### config.mk
export PLATFORM = sky130hd
export DESIGN_NAME = ysyx_25060170_wb_arb
export DESIGN_NICKNAME = d
export VERILOG_FILES = /design/src/rtl/ysyx_25060170_wb_arb.sv
export SDC_FILE = /design/constraint.sdc
export NUM_CORES = 1
export LEC_CHECK = 0
export CAP_MARGIN = 30
export CORE_ASPECT_RATIO = 0.7
export CORE_MARGIN = 5
export CORE_UTILIZATION = 45
export CTS_CLUSTER_SIZE = 12
export DETAILED_ROUTE_END_ITERATION = 8
export PLACE_DENSITY_LB_ADDON = 0.25
export SYNTH_ARGS = -nofsm -noshare
export SYNTH_HDL_FRONTEND = slang
export SYNTH_SLANG_ARGS = --single-unit
### constraint.sdc
create_clock -name clk -period 4.1 [get_ports clk]
set_clock_uncertainty 0.15 [all_clocks]
set_input_delay 0.82 -clock clk [delete_from_list [all_inputs] [get_ports clk]]
set_output_delay 0.82 -clock clk [all_outputs]
set_load 0.03 [all_outputs]
### src/rtl/ysyx_25060170_wb_arb.sv
// Write-back arbiter: shares the single regfile write port between EXU and LSU
// with round-robin priority on contention and a registered retire counter.
module ysyx_25060170_wb_arb #(
  parameter int unsigned CNT_W = 32
) (
  input  logic             clk,
  input  logic             rst,
  input  logic             exu_valid_i,
  input  logic [4:0]       exu_rd_i,
  input  logic [31:0]      exu_data_i,
  output logic             exu_ready_o,
  input  logic             lsu_valid_i,
  input  logic [4:0]       lsu_rd_i,
  input  logic [31:0]      lsu_data_i,
  output logic             lsu_ready_o,
  output logic             reg_write_en_o,
  output logic [4:0]       reg_write_addr_o,
  output logic [31:0]      reg_write_data_o,
  output logic             retire_o,
  output logic [CNT_W-1:0] retire_cnt_o
);

  localparam int unsigned RD_W   = 5;
  localparam int unsigned DATA_W = 32;
  localparam logic        GRANT_EXU = 1'b0;
  localparam logic        GRANT_LSU = 1'b1;

  logic              last_grant;
  logic              exu_hs;
  logic              lsu_hs;
  logic              any_hs;
  logic [RD_W-1:0]   win_rd;
  logic [DATA_W-1:0] win_data;

  // A source is ready when the other is idle or the other won last time.
  always_comb begin
    exu_ready_o = 1'b0;
    lsu_ready_o = 1'b0;
    if (!rst) begin
      exu_ready_o = !lsu_valid_i || (last_grant == GRANT_LSU);
      lsu_ready_o = !exu_valid_i || (last_grant == GRANT_EXU);
    end
  end

  always_comb begin
    exu_hs   = exu_valid_i && exu_ready_o;
    lsu_hs   = lsu_valid_i && lsu_ready_o;
    any_hs   = exu_hs || lsu_hs;
    win_rd   = lsu_hs ? lsu_rd_i   : exu_rd_i;
    win_data = lsu_hs ? lsu_data_i : exu_data_i;
  end

  // Write-back register stage; a handshake to x0 retires without writing.
  always_ff @(posedge clk) begin
    if (rst) begin
      last_grant       <= GRANT_LSU;
      reg_write_en_o   <= 1'b0;
      reg_write_addr_o <= '0;
      reg_write_data_o <= '0;
      retire_o         <= 1'b0;
      retire_cnt_o     <= '0;
    end else begin
      reg_write_en_o <= any_hs && (win_rd != RD_W'(0));
      retire_o       <= any_hs;
      if (any_hs) begin
        reg_write_addr_o <= win_rd;
        reg_write_data_o <= win_data;
        retire_cnt_o     <= retire_cnt_o + CNT_W'(1);
        last_grant       <= lsu_hs ? GRANT_LSU : GRANT_EXU;
      end
    end
  end

endmodule

=== Yosys cells after proc, flatten, opt, wreduce, memory -nomap -nowiden ===
Index checks and enable logic that the tools add are counted.

* Flip-flop bits (word level): 72
* Bits in latches: 0
* RAM bits: 0
* Memory bits (read-only): 0
* Bits of input ports: 78
* Logic and storage cells: 22
* Memories: 0

* Add/sub/neg operators: 1
* $mul: 0
* Div/mod/pow operators: 0
* Order comparisons: 0
* Eq/ne operators: 0
* Shift operators: 0
* Multiplexer cells: 5
* Bitwise operators: 1
* Reductions and logical operators: 9

{| class="wikitable"
|+ Operators with widths
! kind !! number
|-
| adder 32 x 1 -> 32 bit (second input constant) || 1
|-
| 2-to-1 mux 32 bit || 1
|-
| 2-to-1 mux 5 bit || 1
|-
| nonzero test 5 bit || 1
|-
| logical AND 1 bit || 3
|-
| logical OR 1 bit || 3
|-
| 2-to-1 mux 1 bit || 3
|-
| zero test 1 bit || 2
|-
| inverter 1 bit || 1
|}

=== Logic depth before layout (Yosys ltp) ===
Gate-level depths: netlist (run 1).

* Depth in word-level cells: 7
* Gate-level depth with buffers: 7

=== Worst setup path after synthesis (run 1) ===
OpenSTA, ideal clock, no wires.

* Kind: input port to output port
* From: in lsu_valid_i
* To: out exu_ready_o
* Arrival: 1733 ps
* Required time: 3130 ps
* Slack: 1397 ps
* Stages on the path: 3
* Path buffers: 2
* Cells stage by stage: clkbuf_1 > clkbuf_1 > a21oi_1

* Cells in the longest elaborated chain, start to end: 3

{| class="wikitable"
|+ Ends and longest elaborated chain
! what !! RTL line !! source
|-
| start, declared || 12 || <nowiki>input logic lsu_valid_i,</nowiki>
|-
| zero test 1 bit || 40 || <nowiki>exu_ready_o = !lsu_valid_i || (last_grant == GRANT_LSU);</nowiki>
|-
| logical OR 1 bit || 40 ||
|-
| 2-to-1 mux 1 bit || 39 || <nowiki>if (!rst) begin</nowiki>
|-
| end, declared || 11 || <nowiki>output logic exu_ready_o,</nowiki>
|}

Every way passes these cells.

=== Final worst setup path (run 1) ===
* From: in exu_valid_i
* To: out lsu_ready_o

* Cells in the longest elaborated chain, start to end: 3

{| class="wikitable"
|+ Ends and longest elaborated chain
! what !! RTL line !! source
|-
| start, declared || 8 || <nowiki>input logic exu_valid_i,</nowiki>
|-
| zero test 1 bit || 41 || <nowiki>lsu_ready_o = !exu_valid_i || (last_grant == GRANT_EXU);</nowiki>
|-
| logical OR 1 bit || 41 ||
|-
| 2-to-1 mux 1 bit || 39 ||
|-
| end, declared || 15 || <nowiki>output logic lsu_ready_o,</nowiki>
|}

Every way passes these cells.

==> results.md, run 1 <==
* Drt pass-1 iters at 5
* TritonCTS buffer count at 9
* Die area at 9141 um^2
* Minimum clock period at about 3400 ps
* Area occupied by multi-input gates at 1694 um^2
* Fraction of layout cells with a size suffix above 1 at approximately 5.5%
* Largest net degree at the start of global routing at 50
* Filler instances at approximately 600
* Kind of critical path: primary input to output port
* Placer Congestion at slightly above 0.8
* # IOs at around 150
* Clock Path Buffers at 2
* Measured slew at the worst slew-check pin at between 700 and 800 ps
* Most used DFF post-synth: dfxtp_1
* Vias in the first global route at 3,307
* GRT Residual Overflow at 0
* Met2 Use GR at around 34%
* Post-Syn Nets at between 400 and 500
* Worst relative slew slack at 52.01%
* Async SR Flop Fraction at 0%
* Max Freq at about 0.3 GHz
* CTS tree: done
* Layout Area Growth over Synthesis at 52.68%
* Min-delay src: reg_write_data_o[17]
* Combinational share of power at between 10% and 20%
* Startpoint types: primary input
* Iter 0 DRT Violations at 193
* Crit-path max FO at 8
* P_sw at roughly 0.00044 W
* Placed cell count at approximately 630
* FP Rows at 26
* Critical-path cell list: clkdlybuf4s50_1 -> a21oi_4 -> clkdlybuf4s50_1
* CP startpoint: exu_valid_i
* Root Buffer: clkbuf_8
* Hold Path Class: flip-flop to flip-flop
* Pins over their slew limit at 0
* Most common cell in the synthesized netlist: dfxtp_1
* Worst-path clk slew at ~70 ps
* Status: finished clean
* CTS sink cnt at 72
* Port buffer count at 150
* Cell count after synthesis at between 400 and 500
* Final Hold Viols at 0
* Level count of the clock H-tree at 3
* Synthesized area at ~3300 um^2
* Worst vdd ir at 0.1640 mV
* Switch share at between 20% and 30%
* Most instantiated cells after synthesis: 72 x dfxtp_1, 51 x nor2_1, 48 x nand2_1
* GR Layer Usage met1 at approximately 29%
* Die W at roughly 110 um
* CP max stage delay at between 700 and 800 ps
* Fin Setup TNS at 0 ps
* Sequential share of power at a little under half
* DRC at 0
* Post-cts sizing count at 0
* Post-CTS Hold Fix Bufs at 0
* GRT met3 Usage at roughly 6.8%
* CP required at approximately 3100 ps
* Internal power at 0.001204 W
* Vias/cell at roughly 5.7
* Routed WL at between 10,000 and 15,000 um
* Clock power share at approximately 34%
* Count of different cell masters after synthesis at 36
* Die Y at 81.51 um
* Clk Latency, worst-skew pair at ~340 ps
* P per Cell Area at about 330 nW/um^2
* Total Nets Final at slightly above 600
* Setup bufs post-CTS at 0
* Syn_area_per_cell at around 8 um^2
* Most used cell, CP: clkdlybuf4s50_1
* Unrepaired setup endpoints after global routing: false
* Gr busiest metal: met2
* Worst R2R Start: retire_cnt_o[2]
* P_leak at 1.792 nW
* Post-DP HPWL at 7441 um
* Post-synth EDFFs at 0
* Register area at ~1400 um^2
* Final worst path period share at between 80 and 90%
* Yosys top cell by area: dfxtp_1
* Routed len/inst at 16.13 um
* Max Cap Viol at 0
* Initial antenna violation count at 0
* Post-DRT Antenna Nets at 0
* Yosys warns at 0
* First-pass GRT wire length at between 15,000 and 20,000 um
* Critical Path AT at approximately 2400 ps
* Via count at approximately 3,600
* Seq/Total Area, Yosys at ~44%
* Register bit total from synthesis at just over 70
* Final cell count without fillers at roughly 640
* Critical-path top delay cell: clkdlybuf4s50_1
* GRT Util Overall at 21.93%
* Synth top area cells: dfxtp_1 44%, a311oi_1 9.9%, nand3_1 7.2%, nor2_1 5.8%, nand2_1 5.5%
* Bufs and invs on worst path at 2
* Initial core utilization at ~46%
* Area share of the largest cell type after synthesis at between 40% and 50%
* Ant. Diodes at 0
* Final setup viols at 0
* Top cell family by delay on the critical path: buffers and inverters
* Floorplan core area at roughly 7000 um^2
* Crit. End Element: output port
[stage by stage]
step | setup slack (ps) | hold slack (ps) | power (W) | utilization [%] | instance area, um^2
floorplan | 1397 | 311.2 | 0.0009276 | - | 3287
global placement | 732.3 | 329.7 | 0.001093 | 67.04 | 4820
detailed placement | 641.4 | 343.9 | 0.001099 | 67.04 | 4820
CTS | 724.1 | 353.9 | 0.001663 | 69.81 | 5019
global route | 662.2 | 368.6 | 0.001718 | 69.81 | 5019
finish | 707.2 | 349.4 | 0.001647 | 69.81 | 5019
[placed cells by master (no fill, tap or decap), types with 7 or more instances in the layout]
| master | n |
|---|---|
| clkdlybuf4s50_1 | 148 |
| dfxtp_1 | 72 |
| nor2_1 | 51 |
| nand2_1 | 48 |
| nand3_1 | 47 |
| a311oi_1 | 37 |
| a21oi_1 | 21 |
| or4_1 | 16 |
| o31ai_1 | 11 |
| clkbuf_8 | 11 |
| o21ai_0 | 10 |
| nand4_1 | 9 |
| buf_4 | 7 |
[final timing paths]
check / endpoint / slack (ps) / depth (start not counted)
max: lsu_ready_o / 710 / 3
min reg2reg: reg_write_data_o[17] / 350 / 2
min: reg_write_data_o[17] / 350 / 2
max reg2reg: retire_cnt_o[27] / 1690 / 4
[worst min-delay path: cells and delay by family (launching register included)]
kind            cells  cell delay [ps]
flops               1              310
simple gates        1               90
compound gates      1               50
[registers in the layout (all words and copies together) (netlist names)]
signal            count
reg_write_en_o        1
retire_o              1
reg_write_data_o     32
reg_write_addr_o      5
retire_cnt_o         32
last_grant            1
[final cells by class]
cell class	count	share of cell area (%)
clock inverters	3	0.7978
clock buffers	13	3.166
inverters	6	0.4488
well taps	98	2.443
flip-flops and latches	72	28.72
multi-input cells	293	33.76
repair buffers	156	30.67
[kinds of logic after synthesis]
group / after synthesis / share of synthesized area (%)
buffers and inverters: 43 / 4.948
adders and majority gates: 1 / 0.3806
muxes: 2 / 0.6471
xor gates and xnor gates: 10 / 2.665
and+or+nand+nor: 196 / 29.20
AOI/OAI and AO/OA: 84 / 18.31
DFF: 72 / 43.85
[metal layers]
metal  share of wire [%]  wire [um]
met1                  44       4565
met2                  47       4833
met3                 6.9        713
met4                 2.2        229
met5                   0          0
[power groups by stage]
stage	combinational [W]	clock [W]	sequential, W
after floorplan	0.0000920	0	0.000836
after global placement	0.000325	0	0.000769
after detailed placement	0.000329	0	0.000770
after CTS	0.000330	0.000579	0.000754
final	0.000328	0.000564	0.000755
after global routing	0.000351	0.000608	0.000758
No activity file was read; power rests on OpenSTA's default activity.
==> run 2: changes to the inputs <==
Settings changed: CORE_UTILIZATION 45 to 42.
Clock period 4.1 ns to 3.4 ns, I/O delays scaled along.
==> results.md, run 2 (synthesis results as in run 1) <==
* Status: finished clean
* Post-DRT Antenna Nets at 0 (unchanged)
* Final WS setup at 697.3 ps (-9.894 ps)
* GRT Residual Overflow at 0 (unchanged)
* Crit. End Element: flip-flop
* Fin Setup TNS at 0 ps (unchanged)
* Drt pass-1 iters at 4 (-1)
* Post-layout util at 65.15% (-4.7 points)
* Initial antenna violation count at 0 (unchanged)
* Clock Path Buffers at 2 (unchanged)
* Routed WL at 10,410 um (+0.65%)
* Final setup viols at 0 (unchanged)
* Clk Latency, worst-skew pair at 360 ps (+20 ps)
* Final worst path period share at about four fifths
* Via count at 3,572 (-1.7%)
* WHS at 337.1 ps (-12.26 ps)
* Vias in the first global route at 3,455 (+4.5%)
* Post-place setup slack at 373.3 ps (-268.1 ps)
* Post-cts sizing count at 0 (unchanged)
* Post-CTS Hold Fix Bufs at 0 (unchanged)
* Pins over their slew limit at 0 (unchanged)
* Post-DP HPWL at 7521 um (+1.1%)
* Worst-path clk slew at 70 ps (about the same)
* Floorplan core area at 7736 um^2 (+7.6%)
* Worst vdd ir at 0.2345 mV (+43%)
* Kind of critical path: primary input to flip-flop
* Routed len/inst at 16.09 um (-0.29%)
* Minimum clock period at about 2700 ps
* Root Buffer: clkbuf_8
* Die area at 9723 um^2 (+6.4%)
* P per Cell Area at 397.2 nW/um^2 (+21%)
* P_leak at 1.806 nW (+0.78%)
* Die W at 115.7 um (+3.2%)
* Vias/cell at 5.521 (-2.6%)
* Commonest non-fill, non-tap cell in the layout: clkdlybuf4s50_1
* Initial core utilization at 42.49% (-3.2 points)
* First-pass GRT wire length at 17,060 um (+4.4%)
* CP required at 3540 ps (+410 ps)
* DRC at 0 (unchanged)
* Total Nets Final at 620 (+0.49%)
* Most frequent cells in the layout: 147 x clkdlybuf4s50_1, 72 x dfxtp_1, 51 x nor2_1
* Worst relative slew slack at 65.15% (+13 points)
* Largest net degree at the start of global routing at 45 (-10%)
* Post-DP Area at 4841 um^2 (+0.44%)
* Hold Path Class: flip-flop to flip-flop
* Max Cap Viol at 0 (unchanged)
* Layout Area Growth over Synthesis at 53.33%
* Fraction of layout cells with a size suffix above 1 at 6.227% (+0.70 points)
* Unrepaired setup endpoints after global routing: false
* Die Y at 84.02 um (+3.1%)
* CTS sink cnt at 72 (unchanged)
* Port buffer count at 150 (unchanged)
* Final Hold Viols at 0 (unchanged)
* Measured slew at the worst slew-check pin at 521.2 ps (-196.4 ps)
* Final instance area at 5040 um^2 (+0.42%)
* Level count of the clock H-tree at 3 (unchanged)
* Crit-path max FO at 12 (+4)
* Placer Congestion at 0.8221 (-0.17%)
* TritonCTS buffer count at 9 (unchanged)
* # IOs at 151 (unchanged)
* Ant. Diodes at 0 (unchanged)
* Iter 0 DRT Violations at 199 (+3.1%)
* Setup bufs post-CTS at 0 (unchanged)
* Critical Path AT at 2840 ps (+420 ps)
* GRT Util Overall at 21.77% (-0.16 points)
* Largest regs: reg_write_data_o x32, retire_cnt_o x32, reg_write_addr_o x5
* CTS tree: done
* Max Freq at 0.3700 GHz
* Startpoint types: primary input
* FP Rows at 27 (+3.8%)
-- run 2: layout make-up --
cell class	count	area, um^2
Tap cell	101	126.4
Inverter	6	22.52
Fill cell	700	2696
Sequential cell	72	1441
Clock inverter	3	40.04
Timing Repair Buffer	159	1556
Clock buffer	13	158.9
Multi-Input combinational cell	293	1694
-- run 2: critical path, stage by stage --
cell and delay [ps]:
clkdlybuf4s50_1 640, o21a_1 270, nand4_1 460, or4_1 650
a21oi_1 140
-- run 2: per-layer routing --
layer	track usage, %	wire, um	part of all wire, %
met5	0	0	0
met2	35.14	4880	47
met4	6.322	209	2.0
met3	8.188	785	7.5
met1	27.03	4533	44
-- run 2: final timing paths --
check                                 startpoint               end  slack (ps)  cells after the start
worst max-delay path                 exu_valid_i  retire_cnt_o[28]         700                      5
worst min register to register  retire_cnt_o[31]  retire_cnt_o[31]         340                      2
worst max register to register   retire_cnt_o[0]  retire_cnt_o[28]        1110                      5
worst min-delay path            retire_cnt_o[31]  retire_cnt_o[31]         340                      2
-- run 2: power by group --
part           total [W]  internal [W]  switching [W]
registers       0.000909      0.000885      0.0000238
logic           0.000397      0.000190       0.000207
clock network   0.000696      0.000377       0.000318
-- run 2: through the flow --
step | power [W] | instances
final | 0.002002 | 647
after global routing | 0.002095 | 647
after CTS | 0.002021 | 647
after detailed placement | 0.001326 | 631
after global placement | 0.001320 | 631
after floorplan | 0.001119 | 408
==> run 3: changes to the inputs <==
Settings changed: CORE_UTILIZATION 42 to 37.
Clock period 3.4 ns to 2.4 ns, I/O delays scaled along.
==> results.md, run 3 (synthesis results as in run 1) <==
* Setup bufs post-CTS at 0 (unchanged)
* Worst R2R Start: retire_cnt_o[11]
* Crit. End Element: output port
* P_leak at 1.945 nW (+7.7%)
* Most frequent cells in the layout: 147 x clkdlybuf4s50_1, 72 x dfxtp_1, 51 x nor2_1
* Clk Latency, worst-skew pair at 320 ps (-40 ps)
* Bufs and invs on worst path at 3 (+2)
* Initial antenna violation count at 0 (unchanged)
* Die W at 122.7 um (+6.0%)
* Register area at 1441 um^2 (unchanged)
* Minimum clock period at between 2000 and 2500 ps
* Layout Area Growth over Synthesis at 61.78%
* Via count at 3,649 (+2.2%)
* Die area at 10,900 um^2 (+12%)
* Final instance area at 5318 um^2 (+5.5%)
* Final WS setup at 62.84 ps (-634.5 ps)
* Initial core utilization at 38.45% (-4.0 points)
* Kind of critical path: primary input to output port
* Final Hold Viols at 0 (unchanged)
* Port buffer count at 150 (unchanged)
* Final setup viols at 0 (unchanged)
* Commonest non-fill, non-tap cell in the layout: clkdlybuf4s50_1
* CTS tree: done
* Total Power at 0.003159 W (+58%)
* Post-place setup slack at -96.55 ps (-469.8 ps)
* Critical Path AT at 1710 ps (-1130 ps)
* Floorplan core area at 8548 um^2 (+10%)
* Largest net degree at the start of global routing at 42 (-6.7%)
* Root Buffer: clkbuf_16
* Drt pass-1 iters at 4 (unchanged)
* Startpoint types: primary input
* Crit-path max FO at 41 (+29)
* Final worst path period share at a little over nine tenths
* Max Cap Viol at 0 (unchanged)
* Placer Congestion at 0.8330 (+1.3%)
* CP startpoint: lsu_valid_i
* CP max stage delay at 550 ps (-100 ps)
* Ant. Diodes at 0 (unchanged)
* FP Rows at 28 (+3.7%)
* Worst-path clk slew at 60 ps (about the same)
* Vias in the first global route at 3,516 (+1.8%)
* Max Freq at 0.4279 GHz
* Filler instances at 792 (+13%)
* Unrepaired setup endpoints after global routing: false
* Post-DP Area at 5027 um^2 (+3.9%)
* GRT Util Overall at 20.07% (-1.7 points)
* Hold Path Class: flip-flop to flip-flop
* Measured slew at the worst slew-check pin at 355.6 ps (-165.6 ps)
* Post-DRT Antenna Nets at 0 (unchanged)
* DRC at 0 (unchanged)
* Pins over their slew limit at 0 (unchanged)
* TritonCTS buffer count at 9 (unchanged)
* Die Y at 88.86 um (+5.8%)
* Routed len/inst at 16.11 um (+0.14%)
* Largest regs: reg_write_data_o x32, retire_cnt_o x32, reg_write_addr_o x5
* CP required at 1770 ps (-1770 ps)
* CTS sink cnt at 72 (unchanged)
* GRT Residual Overflow at 0 (unchanged)
* Level count of the clock H-tree at 3 (unchanged)
* # IOs at 151 (unchanged)
* Post-DP HPWL at 8150 um (+8.4%)
* Critical-path cell list: clkdlybuf4s50_1 -> buf_6 -> a21oi_1 -> buf_4
* Min-delay src: retire_cnt_o[31]
* Critical-path top delay cell: clkdlybuf4s50_1
* Worst vdd ir at 0.2972 mV (+27%)
* Fraction of layout cells with a size suffix above 1 at 9.414% (+3.2 points)
* First-pass GRT wire length at 17,460 um (+2.3%)
* Iter 0 DRT Violations at 273 (+37%)
* Total Nets Final at 638 (+2.9%)
* Clock Path Buffers at 2 (unchanged)
* Vias/cell at 5.343 (-3.2%)
* Area occupied by multi-input gates at 1694 um^2 (unchanged)
* Worst relative slew slack at 76.22% (+11 points)
* Status: finished clean
* P per Cell Area at 594.0 nW/um^2 (+50%)
* Top cell family by delay on the critical path: buffers and inverters
* Routed WL at 11,000 um (+5.7%)
* Fin Setup TNS at 0 ps (unchanged)
[run 3: cell types whose count changed in the layout (fill, tap and decap cells not counted)]
cell / previous run / this run
buf_4: 10 / 26
clkbuf_8: 11 / 0
clkbuf_16: 0 / 9
buf_12: 0 / 2
clkbuf_1: 2 / 0
buf_2: 2 / 1
buf_6: 0 / 1
clkinv_2: 2 / 3
clkinv_4: 0 / 1
clkinvlp_4: 0 / 1
[run 3: final cells by class]
class	instances	area share (%)
multi-input combinational	293	31.86
timing repair buffer	177	32.40
sequential	72	27.11
tap	120	2.824
clock inverter	6	1.153
inverter	6	0.4235
clock buffer	9	4.235
[run 3: path summary, 6_finish.rpt]
| path | end | slack, ps | cells past startpoint |
|---|---|---|---|
| worst max-delay path | exu_ready_o | 60 | 4 |
| worst min-delay path | retire_cnt_o[31] | 330 | 2 |
| worst max register to register | retire_cnt_o[27] | 170 | 4 |
| worst min register to register | retire_cnt_o[31] | 330 | 2 |
[run 3: what timing repair did]
action | CTS | global route
gates resized for setup | 1 | 0
endpoints found under the setup margin | 1 | 0
hold buffers | 0 | 0
[run 3: tightest hold or removal path: cells and delay by family (launching register included)]
kind | cells | cell delay (ps)
compound gates | 2 | 110
flops | 1 | 320
[run 3: routing by layer]
metal | vias to the layer above | track usage, % | routed length, um
li1 | 1804 | - | -
met1 | 1728 | 26.69 | 5024
met2 | 106 | 32.30 | 5159
met3 | 11 | 5.559 | 690
met4 | 0 | 5.488 | 129
met5 | - | 0 | 0
[run 3: report_power, final]
group          internal [W]  leakage [nW]  switching (W)
clock              0.000794         0.141       0.000490
sequential          0.00126         0.592      0.0000355
combinational      0.000283          1.21       0.000300
[run 3: stage by stage]
stage | util [%] | hold WS, ps | cells
after global routing | 62.21 | 369.0 | 683
final | 62.21 | 331.6 | 683
after CTS | 62.21 | 328.5 | 683
after detailed placement | 58.81 | 319.7 | 668
after global placement | 58.81 | 315.9 | 668
after floorplan | - | 311.2 | 408
